[src/rtl/run_controller.sv]
// Run sequencer ahead of the control unit: IDLE -> SETTLE -> RUN -> READOUT -> DONE, with a RUN cycle counter.
// Optional watchdog (ERROR state, timeout output) is compiled in when WATCHDOG_EN is defined.
module run_controller #(
    parameter int CNT_W       = 24,
    parameter int MAX_CYCLES  = 1000000,
    parameter int LOAD_SETTLE = 2
) (
    input  logic             clk,
    input  logic             rst_n,
    input  logic             load_done_i,
    input  logic             start_req_i,
    input  logic             end_process_i,
    input  logic             readout_done_i,
    output logic [1:0]       status_o,
    output logic             readout_en_o,
    output logic             busy_o,
    output logic             done_o,
    output logic [CNT_W-1:0] cycle_count_o,
    output logic             timeout_o
);

    typedef enum logic [2:0] {
        S_IDLE    = 3'd0,
        S_SETTLE  = 3'd1,
        S_RUN     = 3'd2,
        S_READOUT = 3'd3,
        S_DONE    = 3'd4,
        S_ERROR   = 3'd5
    } state_t;

`ifdef WATCHDOG_EN
    localparam bit WD_ON = 1'b1;
`else
    localparam bit WD_ON = 1'b0;
`endif

    localparam int SW = (LOAD_SETTLE > 1) ? $clog2(LOAD_SETTLE) : 1;
    localparam logic [SW-1:0]    SETTLE_LAST = SW'(LOAD_SETTLE - 1);
    localparam logic [CNT_W-1:0] WD_LAST     = CNT_W'(MAX_CYCLES - 1);

    state_t            state_q, state_d;
    logic [SW-1:0]     settle_q, settle_d;
    logic              latch_q, latch_d;
    logic [CNT_W-1:0]  count_q, count_d;
    logic              wd_hit;

    assign wd_hit        = WD_ON && (count_q == WD_LAST);
    assign cycle_count_o = count_q;

    always_comb begin
        state_d  = state_q;
        settle_d = settle_q;
        latch_d  = latch_q;
        count_d  = count_q;
        case (state_q)
            S_IDLE: begin
                if ((start_req_i || latch_q) && load_done_i) begin
                    state_d  = S_SETTLE;
                    settle_d = '0;
                    latch_d  = 1'b0;
                    count_d  = '0;
                end else if (start_req_i) begin
                    latch_d = 1'b1;
                end
            end
            S_SETTLE: begin
                // Losing load_done keeps the request pending so RUN still follows once it returns.
                if (!load_done_i) begin
                    state_d = S_IDLE;
                    latch_d = 1'b1;
                end else if (settle_q == SETTLE_LAST) begin
                    state_d = S_RUN;
                end else begin
                    settle_d = settle_q + 1'b1;
                end
            end
            S_RUN: begin
                if (end_process_i) begin
                    state_d = S_READOUT;
                end else begin
                    if (count_q != '1) begin
                        count_d = count_q + 1'b1;
                    end
                    if (wd_hit) begin
                        state_d = S_ERROR;
                    end
                end
            end
            S_READOUT: begin
                if (readout_done_i) begin
                    state_d = S_DONE;
                end
            end
            S_DONE:  state_d = S_DONE;
            S_ERROR: state_d = S_ERROR;
            default: begin
                state_d  = S_IDLE;
                settle_d = '0;
                latch_d  = 1'b0;
            end
        endcase
    end

    // Outputs are decoded from the next state so they line up with state_q after the edge.
    always_ff @(posedge clk) begin
        if (!rst_n) begin
            state_q      <= S_IDLE;
            settle_q     <= '0;
            latch_q      <= 1'b0;
            count_q      <= '0;
            status_o     <= 2'b00;
            readout_en_o <= 1'b0;
            busy_o       <= 1'b0;
            done_o       <= 1'b0;
            timeout_o    <= 1'b0;
        end else begin
            state_q      <= state_d;
            settle_q     <= settle_d;
            latch_q      <= latch_d;
            count_q      <= count_d;
            status_o     <= 2'b00;
            readout_en_o <= 1'b0;
            busy_o       <= 1'b0;
            done_o       <= 1'b0;
            timeout_o    <= 1'b0;
            case (state_d)
                S_SETTLE: busy_o <= 1'b1;
                S_RUN: begin
                    status_o <= 2'b01;
                    busy_o   <= 1'b1;
                end
                S_READOUT: begin
                    status_o     <= 2'b10;
                    readout_en_o <= 1'b1;
                    busy_o       <= 1'b1;
                end
                S_DONE: begin
                    status_o <= 2'b11;
                    done_o   <= 1'b1;
                end
                S_ERROR: begin
                    status_o  <= 2'b11;
                    timeout_o <= WD_ON;
                end
                default: ;
            endcase
        end
    end

endmodule
[config.mk]
export PLATFORM = sky130hd
export DESIGN_NAME = run_controller
export DESIGN_NICKNAME = d
export VERILOG_FILES = /design/src/rtl/run_controller.sv
export SDC_FILE = /design/constraint.sdc
export NUM_CORES = 1
export LEC_CHECK = 0
export CORE_AREA = 2 2 60 62
export DETAILED_ROUTE_END_ITERATION = 8
export DIE_AREA = 0 0 62 64
export PLACE_DENSITY_LB_ADDON = 0.2
export SETUP_SLACK_MARGIN = 0.15
export SLEW_MARGIN = 10
export SYNTH_ARGS = -nofsm -noshare
export SYNTH_HDL_FRONTEND = slang
export SYNTH_SLANG_ARGS = --single-unit
[constraint.sdc]
create_clock -name clk -period 3.6 [get_ports clk]
set_clock_uncertainty 0.2 [all_clocks]
set_input_delay 0.9 -clock clk [delete_from_list [all_inputs] [get_ports clk]]
set_output_delay 0.9 -clock clk [all_outputs]
set_load 0.02 [all_outputs]
# Word level (Yosys, flattened, before mapping)
# Cells that the tools add are included.
[totals] register_bits=34 input_bits=6 elab_cells=60
[op_classes] n_addsub=2 n_eq_ne=17 muxes=22 bitwise_logic=1 reduce_logical=10
[op_table] cell="$mux W24" n=3
[op_table] cell="$pmux W24 S2" n=1
[op_table] cell="$add A24 B1 Y24 const B" n=1
[op_table] cell="$ne A24 B24 Y1 const B" n=1
[op_table] cell="$pmux W3 S6" n=1
[op_table] cell="$mux W3" n=5
[op_table] cell="$eq A3 B2 Y1 const B" n=4
[op_table] cell="$eq A3 B3 Y1 const B" n=4
[op_table] cell="$ne A2 B2 Y1 const B" n=5
[op_table] cell="$mux W1" n=9
[op_table] cell="$eq A3 B1 Y1 const B" n=2
[op_table] cell="$pmux W1 S3" n=2
[op_table] cell="$pmux W2 S3" n=1
[op_table] cell="$reduce_and A3 Y1" n=2
[op_table] cell="$reduce_and A4 Y1" n=1
[op_table] cell="$reduce_or A4 Y1" n=1
[op_table] cell="$logic_not A3 Y1" n=1
[op_table] cell="$ne A3 B3 Y1 const B" n=1
[op_table] cell="$reduce_or A3 Y1" n=1
[op_table] cell="$reduce_bool A2 Y1" n=1
[op_table] cell="$reduce_or A2 Y1" n=1
[op_table] cell="$add A1 B1 Y1 const B" n=1
[op_table] cell="$logic_and A1 B1 Y1" n=1
[op_table] cell="$logic_or A1 B1 Y1" n=1
[op_table] cell="$not A1 Y1" n=1

# Longest topological paths before layout
# Gate-level depths: netlist of the first run.
[logic_depth] depth_word=7 mapped_depth=7 depth_no_buf=6

# Least setup slack after synthesis of the first run
# OpenSTA, ideal clock, no wires.
[synth_timing] kind="in2reg" from="in end_process_i" to="reg count_q[10] (netlist: cycle_count_o[10])" setup_time_ns=0.070 t_arrival_ns=2.102 required_time_ns=3.330 path_slack_ns=1.229 cell_stages=6 n_path_buf=1 cell_sequence="nor4b_4 -> a21oi_2 -> a211o_1 -> buf_6 -> or3_1 -> a21oi_1"
[synth_between] elab_chain_len=2
[synth_rtl] element="start, declared" line="12" rtl="input logic end_process_i,"
[synth_rtl] element="$ne A2 B2 Y1 (no source line)"
[synth_rtl] element="$reduce_and A4 Y1 (no source line)"
[synth_rtl] element="end signal, assigned" line="120" rtl="count_q <= count_d;"
[synth_rtl] element="end, declared" line="44" rtl="logic [CNT_W-1:0] count_q, count_d;"
# No other way between the ends.
# A chain may end at the register's enable or synchronous reset.

# Final worst setup path of the first run
[layout_timing] from="in load_done_i" to="reg count_q[14] (netlist: cycle_count_o[14])"
[layout_between] elab_chain_len=3
[layout_rtl] element="start, declared" line="10" rtl="input logic load_done_i,"
[layout_rtl] element="$logic_and A1 B1 Y1" line="57" rtl="if ((start_req_i || latch_q) && load_done_i) begin"
[layout_rtl] element="$ne A2 B2 Y1 (no source line)"
[layout_rtl] element="$reduce_and A4 Y1 (no source line)"
# No other way between the ends.

==> results.md, run 1 <==
* Status: completed
* Via density at 5.60
* #FFs+latches synth at 34
* Nets at 244
* Main synth FF type: dfxtp_1
* Class of the most critical setup path: input pin to register
* Total Wirelength at 3.61 mm
* Min setup slack post-route at 0.823 ns
* Setup tns final at 0 ns
* Initial Utilization at 53.3%
* Post-synth EDFFs at 0
* Sink Count at 34
* Hold Buf Count CTS at 0
* Synthesized cell area at 0.00175 sq mm
* Largest net degree at the start of global routing at 15
* Minimum clock period at 2.78 ns
* DIE AREA at 0.00397 sq mm
* RD Place Congestion at 0.824
* Final setup viols at 0
* Die H at 64 um
* Path type of the worst min-delay path: register to register
* # Post-CTS Setup Buffers at 0
* Iter 0 DRT Violations at 110
* Number of max-cap violations at 0
* Synth Area in Adders at 0.715%
* Syn Nets at 208
* Fillers at 286
* CTS root buffer: clkbuf_4
* Synth area leaders: dfxtp_1, a21oi_1, nand2_1
* DR vias at 1590
* Synth cell types at 45
* Largest stage delay, worst path at 0.54 ns
* Worst-path clk slew at 0.11 ns
* Total GRT Usage at 20.1%
* Row count at 21
* Worst-margin pin slew at 0.668 ns
* CP max-delay cell: clkdlybuf4s50_1
* Max frequency at 0.360 GHz
* RSZ-0062 raised after global routing: false
* Power, Total at 661 uW
* Top-area cell type share of the netlist area at 38.9%
* CTS Buffer Depth at 2
* Share of layout cells above drive strength 1 at 10.1%
* Post_cts resized at 0
* Final period utilization at 77.1%
* Setup WS pre-CTS at 0.492 ns
* First-pass GRT wire length at 6.05 mm
* Area growth, synth to finish at 22.9%
* Core ar. at 0.00328 sq mm
* CTS tree: built
* Register area share after synthesis at 38.9%
* CP endpoint kind: register
* DRT antenna net count at 0
* Non-Filler Instances at 284
* Critical Path RT at 3.65 ns
* YS warnings at 0
* Worst path cell trace: clkdlybuf4s50_1 -> o21a_1 -> a21oi_2 -> a211o_1 -> or4_1 -> a21oi_1
* I/O pin count at 36
* Critical Path Fanout Max at 14
* Static leakage at 0.000725 uW
* CTS Buf Count at 5
* Number of global-route vias before repair at 1330
* Ys async rst share at 0%
* Relative slew slack at 55.4%
* Post-Synth XOR/XNOR Area at 1.50%
* Max VDD drop at 0.000230 V
* Synthesized area per cell at 8.70 sq um
* Gate Count Post-Synth at 201
* Final Core Density at 65.4%
* Clk Latency, worst-skew pair at 0.33 ns
* Synth area leader: dfxtp_1
* Drt pass-1 iters at 4
* PortBufs at 34
* Crit path DAT at 2.83 ns
* DRC at 0
* Drt wl/cell at 12.7 um
* Crit path max-delay family: compound AO/OA/AOI/OAI gates
* Slew Limit Fails at 0
* Largest family of logic cells by synthesized area: simple AND/OR/NAND/NOR gates
* WP buf/inv at 1
* Compound-Gate Fraction of Synth Area at 19.9%
* CTS H-tree depth at 2
* Antenna violations before repair at 0
* Placed insts at 276
* HPWL after DPL at 2.62 mm
* Power per cell area at 308 mW/mm^2
* GR Overflow Total at 0
* Diode count at 0
* Die X at 62 um
* Mux cell area share after synthesis at 1.14%
* Endpoints failing hold at 0
* Simple-Gate Fraction of Synth Area at 30.5%
* Kind of launch point of the worst setup path: input pin
==> stage by stage <==
step           cell area [sq um]  hold slack [ns]
2_1_floorplan               1750            0.230
3_3_place_gp                2090            0.253
3_5_place_dp                2090            0.255
4_1_cts                     2150            0.270
5_1_grt                     2150            0.295
6_report                    2150            0.271
==> where the power goes <==
group | switching (uW) | internal [uW] | total [uW]
sequential | 6.23 | 381 | 387
combinational | 31.5 | 22.8 | 54.3
clock | 125 | 94.7 | 220
total | 163 | 498 | 661
==> layer usage <==
metal  track usage (%)  part of all wire, %  vias to the layer above
li1                  -                    -                      815
met1              28.4                   47                      738
met2              29.4                   47                       32
met3              4.86                  5.1                        5
met4              7.18                  1.1                        0
met5                 0                    0                        -
==> registers in the layout, indices dropped and copies added, names as in the netlist <==
signal / cells
latch_q: 1
cycle_count_o: 24
busy_o: 1
done_o: 1
state_q: 3
settle_q: 1
readout_en_o: 1
status_o: 2
==> Yosys cell counts (2+ instances only) <==
| master | count |
|---|---|
| nor4_1 | 2 |
| o21ai_1 | 2 |
| a32oi_1 | 2 |
| a21oi_2 | 2 |
| or4_1 | 9 |
| o211ai_1 | 2 |
| o21ai_0 | 6 |
| xnor2_1 | 3 |
| dfxtp_1 | 34 |
| or3_1 | 5 |
| nor4_4 | 2 |
| a21oi_1 | 20 |
| nand2_1 | 24 |
| nand4_1 | 5 |
| nor2_1 | 14 |
| a211oi_1 | 2 |
| inv_1 | 12 |
| o31ai_1 | 8 |
| nand3_1 | 10 |
| buf_6 | 6 |
| nand2b_1 | 3 |
| mux2i_1 | 2 |
| and2_1 | 2 |
| nand4_2 | 3 |
==> tightest hold or removal path, cell delays in order (launching register included) <==
cell and delay, ns:
dfxtp_1 0.33, nand2_1 0.05, a21oi_1 0.05
==> path summary, 6_finish.rpt <==
path                                                    start                              to  slack [ns]  cells after the start
worst min register to register           latch_q$_SDFFE_PN0P_            latch_q$_SDFFE_PN0P_        0.27                      2
worst max register to register  cycle_count_o[0]$_SDFFE_PN0P_  cycle_count_o[20]$_SDFFE_PN0P_        1.33                      6
worst max-delay path                              load_done_i  cycle_count_o[14]$_SDFFE_PN0P_        0.82                      6
worst min-delay path                     latch_q$_SDFFE_PN0P_            latch_q$_SDFFE_PN0P_        0.27                      2
==> final cells by class <==
type                       instances  area, sq um  area share, %
timing repair buffer              37          363           16.9
clock inverter                     1         5.00          0.233
clock buffer                       7         55.1           2.56
sequential                        34          681           31.7
tap                               46         57.6           2.68
multi-input combinational        147          943           43.9
inverter                          12         45.0           2.10
==> placed cells by master, fill, tap and decap left out, drive strengths merged, types with 2 or more instances in the layout <==
cell type / instances
nand4: 8
a32oi: 2
buf: 3
o21ai: 8
nand2b: 3
a211oi: 2
o211ai: 2
or3: 5
clkbuf: 7
nand2: 24
dfxtp: 34
mux2i: 2
a21oi: 22
or4: 9
inv: 12
xnor2: 3
nor2: 14
o31ai: 8
and2: 3
nor3: 2
nor4b: 2
clkdlybuf4s50: 34
nor4: 4
nand3: 10
==> logic make-up after synthesis <==
| logic type | after synthesis |
|---|---|
| other | 1 |
| XOR/XNOR | 3 |
| AND/OR/NAND/NOR | 86 |
| adder cells (fa/ha/maj) | 1 |
| buffers and inverters | 20 |
| AO/OA/AOI/OAI | 54 |
| multiplexers | 2 |
| flip-flops | 34 |
(Power assumes the default switching activity.)
==> run 2: changes to the inputs <==
--- a/config.mk
+++ b/config.mk
@@ -5,9 +5,9 @@
 export SDC_FILE = /design/constraint.sdc
 export NUM_CORES = 1
 export LEC_CHECK = 0
-export CORE_AREA = 2 2 60 62
+export CORE_AREA = 2 2 63 65
 export DETAILED_ROUTE_END_ITERATION = 8
-export DIE_AREA = 0 0 62 64
+export DIE_AREA = 0 0 65 67
 export PLACE_DENSITY_LB_ADDON = 0.2
 export SETUP_SLACK_MARGIN = 0.15
 export SLEW_MARGIN = 10
==> constraint.sdc (replaced) <==
create_clock -name clk -period 2.9 [get_ports clk]
set_clock_uncertainty 0.2 [all_clocks]
set_input_delay 0.725 -clock clk [delete_from_list [all_inputs] [get_ports clk]]
set_output_delay 0.725 -clock clk [all_outputs]
set_load 0.02 [all_outputs]
==> run 2 against run 1 <==
Effect of this change:
- critical endpoint unchanged
- flip-flop and latch count did not move
- utilization shrank 4.7 points
- global-route usage decreased by 0.52 points
- routed wire length is 6.7% higher
- highest routed layer unchanged
==> results.md, run 2 (synthesis gave the netlist of run 1 again) <==
* Reg2reg start: cycle_count_o[6]$_SDFFE_PN0P_ (was cycle_count_o[0]$_SDFFE_PN0P_)
* Die X at 65 um (was 62 um)
* Critical Path RT at 2.91 ns (was 3.65 ns)
* CP endpoint kind: register (unchanged)
* Number of global-route vias before repair at 1392 (was 1330)
* I/O pin count at 36 (unchanged)
* Initial Utilization at 48.5% (was 53.3%)
* HPWL after DPL at 2.75 mm (was 2.62 mm)
* # Post-CTS Setup Buffers at 0 (unchanged)
* Hold Buf Count CTS at 0 (unchanged)
* Placed insts at 281 (was 276)
* Static leakage at 0.000742 uW (was 0.000725 uW)
* Max frequency at 0.392 GHz
* Largest net degree at the start of global routing at 15 (unchanged)
* Share of layout cells above drive strength 1 at 10.4% (was 10.1%)
* Setup tns final at 0 ns (unchanged)
* RD Place Congestion at 0.818 (was 0.824)
* Row count at 22 (was 21)
* Iter 0 DRT Violations at 101 (was 110)
* Die H at 67 um (was 64 um)
* DRT antenna net count at 0 (unchanged)
* Crit path DAT at 2.57 ns (was 2.83 ns)
* Antenna violations before repair at 0 (unchanged)
* Final setup viols at 0 (unchanged)
* Drt pass-1 iters at 4 (unchanged)
* GR Overflow Total at 0 (unchanged)
* Fillers at 330 (was 286)
* Status: completed (unchanged)
* Core ar. at 0.00361 sq mm (was 0.00328 sq mm)
* Total GRT Usage at 19.6% (was 20.1%)
* Area growth, synth to finish at 25.3% (was 22.9%)
* Clk Latency, worst-skew pair at 0.28 ns (was 0.33 ns)
* CTS tree: built (unchanged)
* Power per cell area at 401 mW/mm^2 (was 308 mW/mm^2)
* Placed Area at 0.00211 sq mm (was 0.00209 sq mm)
* Crit path from: load_done_i (unchanged)
* Seq. cell area at 681 sq um (unchanged)
* Final Core Density at 60.8% (was 65.4%)
* Setup WS pre-CTS at 0.0534 ns (was 0.492 ns)
* Total Wirelength at 3.85 mm (was 3.61 mm)
* CTS Buffer Depth at 2 (unchanged)
* Endpoints failing hold at 0 (unchanged)
* DRC at 0 (unchanged)
* Post-route design area at 0.00219 sq mm (was 0.00215 sq mm)
* Slew Limit Fails at 0 (unchanged)
* Diode count at 0 (unchanged)
* Max VDD drop at 0.000233 V (was 0.000230 V)
* RSZ-0062 raised after global routing: false (unchanged)
* Critical Path Fanout Max at 14 (unchanged)
* CTS root buffer: clkbuf_8 (was clkbuf_4)
* DIE AREA at 0.00436 sq mm (was 0.00397 sq mm)
* DR vias at 1622 (was 1590)
* CTS Buf Count at 5 (unchanged)
* Multi-input gate area at 943 sq um (unchanged)
* First-pass GRT wire length at 6.52 mm (was 6.05 mm)
* Max reg flops at 24 (unchanged)
* Nets at 247 (was 244)
* Worst-margin pin slew at 0.581 ns (was 0.668 ns)
* Path type of the worst min-delay path: register to register (unchanged)
* Relative slew slack at 61.1% (was 55.4%)
* Worst-path clk slew at 0.06 ns (was 0.11 ns)
* Class of the most critical setup path: input pin to register (unchanged)
* Min setup slack post-route at 0.348 ns (was 0.823 ns)
* Commonest non-fill, non-tap cells in the layout: dfxtp_1, clkdlybuf4s50_1, nand2_1 (unchanged)
* Sink Count at 34 (unchanged)
* Kind of launch point of the worst setup path: input pin (unchanged)
* Hold Startpoint: latch_q$_SDFFE_PN0P_ (unchanged)
* PortBufs at 34 (unchanged)
* Via density at 5.63 (was 5.60)
* Number of max-cap violations at 0 (unchanged)
* Drt wl/cell at 13.4 um (was 12.7 um)
* Post_cts resized at 0 (unchanged)
* Non-Filler Instances at 288 (was 284)
* Final period utilization at 88.0%
* CTS H-tree depth at 2 (unchanged)
* Minimum clock period at 2.55 ns
## run 2: cell count changes in the layout (fill, tap and decap cells not counted), sizes merged
cell    previous run  this run
buf                3         6
clkinv             1         0
## run 2: path summary, 6_finish.rpt
check,cells past startpoint,to,slack (ns)
worst max-delay path,6,cycle_count_o[14]$_SDFFE_PN0P_,0.35
worst min-delay path,2,latch_q$_SDFFE_PN0P_,0.26
worst min register to register,2,latch_q$_SDFFE_PN0P_,0.26
worst max register to register,5,cycle_count_o[20]$_SDFFE_PN0P_,0.68
## run 2: power by group
| part | total (uW) | switching, uW | internal, uW | leakage (uW) |
|---|---|---|---|---|
| registers | 481 | 7.74 | 473 | 0.000275 |
| clock network | 323 | 158 | 165 | 0.0000383 |
| logic | 74.4 | 41.8 | 32.6 | 0.000429 |
| total | 878 | 207 | 671 | 0.000742 |
## run 2: metal layers
layer	share of wire [%]	routed length, um	vias to the layer above	track usage, %
met4	1.6	62	0	9.57
met3	4.9	188	4	5.74
met1	51	1950	760	26.0
met5	0	0	-	0
li1	-	-	820	-
met2	43	1650	38	28.9
## run 2: final cells by class
cell class | instances | area share [%]
multi-input cells | 147 | 43.1
flip-flops and latches | 34 | 31.1
repair buffers | 40 | 17.6
clock buffers | 7 | 3.48
well taps | 48 | 2.74
inverters | 12 | 2.06
## run 2: metrics by stage
step / hold slack (ns) / power [uW]
2_1_floorplan: 0.230 / 540
3_3_place_gp: 0.251 / 565
3_5_place_dp: 0.255 / 565
4_1_cts: 0.264 / 890
5_1_grt: 0.298 / 924
6_report: 0.261 / 878
## run 2: critical path, cell delays in order
cell and delay, ns:
clkdlybuf4s50_1 0.54, o21a_1 0.24, a21oi_2 0.09, a211o_1 0.38, or4_1 0.43, a21oi_1 0.15
==> run 3: changes to the inputs <==
--- a/config.mk
+++ b/config.mk
@@ -5,9 +5,12 @@
 export SDC_FILE = /design/constraint.sdc
 export NUM_CORES = 1
 export LEC_CHECK = 0
-export CORE_AREA = 2 2 63 65
+export CAP_MARGIN = 20
+export CELL_PAD_IN_SITES_DETAIL_PLACEMENT = 1
+export CELL_PAD_IN_SITES_GLOBAL_PLACEMENT = 2
+export CORE_AREA = 2 2 80 82
 export DETAILED_ROUTE_END_ITERATION = 8
-export DIE_AREA = 0 0 65 67
+export DIE_AREA = 0 0 82 84
 export PLACE_DENSITY_LB_ADDON = 0.2
 export SETUP_SLACK_MARGIN = 0.15
 export SLEW_MARGIN = 10
==> run 3 against run 2 <==
Effect of this change:
- combinational power grew 6.0%
- maximum frequency up 2.4%
- critical path depth stayed put
- cell area rose by 5.1%
- clock power rose by 39%
- routed wire length up 22%
- first-iteration DRC count fell by 44%
- die area grew 58%
- sequential share of layout area down 1.5 points
- cell count increased by 12%
- total power up 15%
- flip-flop and latch count unchanged
==> results.md, run 3 (synthesis gave the netlist of run 1 again) <==
* Max VDD drop at 0.000346 V (was 0.000233 V)
* Antenna violations before repair at 0 (unchanged)
* Number of max-cap violations at 0 (unchanged)
* DRC at 0 (unchanged)
* I/O pin count at 36 (unchanged)
* Number of global-route vias before repair at 1668 (was 1392)
* Drt pass-1 iters at 4 (unchanged)
* Sw Ratio at 24.2% (was 23.6%)
* Die H at 84 um (was 67 um)
* Sink Count at 34 (unchanged)
* Final Core Density at 37.8% (was 60.8%)
* Class of the most critical setup path: input pin to register (unchanged)
* Worst-margin pin slew at 0.533 ns (was 0.581 ns)
* CTS Buffer Depth at 2 (unchanged)
* Critical Path Fanout Max at 14 (unchanged)
* First-pass GRT wire length at 7.87 mm (was 6.52 mm)
* Comb pwr share at 7.8% (was 8.5%)
* Minimum clock period at 2.49 ns (was 2.55 ns)
* WHS at 0.252 ns (was 0.261 ns)
* Static leakage at 0.000778 uW (was 0.000742 uW)
* Kind of launch point of the worst setup path: input pin (unchanged)
* Total GRT Usage at 14.8% (was 19.6%)
* Crit path from: end_process_i (was load_done_i)
* Critical Path RT at 2.93 ns (was 2.91 ns)
* Worst-path clk slew at 0.08 ns (was 0.06 ns)
* CTS root buffer: clkbuf_8 (unchanged)
* Post-route design area at 0.00230 sq mm (was 0.00219 sq mm)
* Via density at 5.11 (was 5.63)
* CTS H-tree depth at 2 (unchanged)
* Sw Pwr at 244 uW (was 207 uW)
* Clock power frac at 44.5% (was 36.7%)
* CTS Buf Count at 5 (unchanged)
* Row count at 29 (was 22)
* Worst path cell trace: clkdlybuf4s50_1 -> nor4b_4 -> a21oi_2 -> a211o_1 -> or4_1 -> a21oi_1 (was clkdlybuf4s50_1 -> o21a_1 -> a21oi_2 -> a211o_1 -> or4_1 -> a21oi_1)
* Reg2reg start: cycle_count_o[5]$_SDFFE_PN0P_ (was cycle_count_o[6]$_SDFFE_PN0P_)
* Die X at 82 um (was 65 um)
* Crit path DAT at 2.52 ns (was 2.57 ns)
* CP endpoint kind: register (unchanged)
* Post_cts resized at 0 (unchanged)
* Placed insts at 315 (was 281)
* Status: completed (unchanged)
* DR vias at 1649 (was 1622)
* Total Wirelength at 4.70 mm (was 3.85 mm)
* WP buf/inv at 1 (unchanged)
* Hold Buf Count CTS at 0 (unchanged)
* # Post-CTS Setup Buffers at 0 (unchanged)
* Hold Startpoint: latch_q$_SDFFE_PN0P_ (unchanged)
* Final setup viols at 0 (unchanged)
* Initial Utilization at 28.7% (was 48.5%)
* Max frequency at 0.401 GHz (was 0.392 GHz)
* Nets at 252 (was 247)
* Path type of the worst min-delay path: register to register (unchanged)
* Max reg flops at 24 (unchanged)
* Slew Limit Fails at 0 (unchanged)
* Drt wl/cell at 14.6 um (was 13.4 um)
* CTS tree: built (unchanged)
* Int Power at 764 uW (was 671 uW)
* Commonest non-fill, non-tap cells in the layout: dfxtp_1, clkdlybuf4s50_1, nand2_1 (unchanged)
* Area growth, synth to finish at 31.6% (was 25.3%)
* FF-to-FF path depth at 5 (unchanged)
* Largest stage delay, worst path at 0.44 ns (was 0.54 ns)
* Seq pwr share at 47.7% (was 54.8%)
* GR Overflow Total at 0 (unchanged)
* Diode count at 0 (unchanged)
* Core ar. at 0.00610 sq mm (was 0.00361 sq mm)
* DIE AREA at 0.00689 sq mm (was 0.00436 sq mm)
* Largest net degree at the start of global routing at 15 (unchanged)
* Power per cell area at 438 mW/mm^2 (was 401 mW/mm^2)
* Crit path max-delay family: simple AND/OR/NAND/NOR gates (was compound AO/OA/AOI/OAI gates)
* HPWL after DPL at 3.42 mm (was 2.75 mm)
* PortBufs at 34 (unchanged)
* RSZ-0062 raised after global routing: false (unchanged)
* RD Place Congestion at 0.716 (was 0.818)
* Relative slew slack at 64.2% (was 61.1%)
* Setup tns final at 0 ns (unchanged)
* CP max-delay cell: clkdlybuf4s50_1 (unchanged)
* DRT antenna net count at 0 (unchanged)
* Levels on crit path at 6 (unchanged)
* Hold Path Depth at 2 (unchanged)
* Clk Latency, worst-skew pair at 0.29 ns (was 0.28 ns)
* Share of layout cells above drive strength 1 at 13.4% (was 10.4%)
* Final period utilization at 86.0% (was 88.0%)
* Endpoints failing hold at 0 (unchanged)
* Placed Area at 0.00219 sq mm (was 0.00211 sq mm)
* Iter 0 DRT Violations at 57 (was 101)
* Non-Filler Instances at 323 (was 288)
## run 3: worst paths after layout
kind / to / slack, ns
max reg2reg: cycle_count_o[23]$_SDFFE_PN0P_ / 0.63
min reg2reg: latch_q$_SDFFE_PN0P_ / 0.25
min: latch_q$_SDFFE_PN0P_ / 0.25
max: cycle_count_o[14]$_SDFFE_PN0P_ / 0.41
## run 3: metal layers
| layer | track usage [%] | up-vias | share of wire (%) |
|---|---|---|---|
| met2 | 23.1 | 26 | 47 |
| met4 | 3.64 | 0 | 1.1 |
| li1 | - | 827 | - |
| met5 | 0 | - | 0 |
| met1 | 20.0 | 791 | 48 |
| met3 | 3.90 | 5 | 3.8 |
## run 3: worst min-delay path, cell delays in order (launching register included)
cell	delay, ns
dfxtp_1	0.31
nand2_1	0.05
a21oi_1	0.05
## run 3: final cells by class
cell class / instances / area (sq um)
Clock buffer: 5 / 68.8
Timing Repair Buffer: 45 / 423
Tap cell: 77 / 96.3
Sequential cell: 34 / 681
Clock inverter: 3 / 45.0
Multi-Input combinational cell: 147 / 943
Inverter: 12 / 45.0
Fill cell: 734 / 3790
## run 3: power groups by stage
stage	Clock (uW)	Sequential [uW]	Combinational (uW)
2_1_floorplan	0	491	48.5
3_3_place_gp	0	492	79.4
3_5_place_dp	0	491	79.8
4_1_cts	468	480	80.2
5_1_grt	480	481	86.8
6_report	448	480	78.9
## run 3: through the flow
| stage | worst slack (ns) | power, uW |
|---|---|---|
| global placement | 0.130 | 571 |
| floorplan | 0.704 | 540 |
| global route | 0.277 | 1050 |
| CTS | 0.384 | 1030 |
| detailed placement | 0.0745 | 571 |
| finish | 0.407 | 1010 |
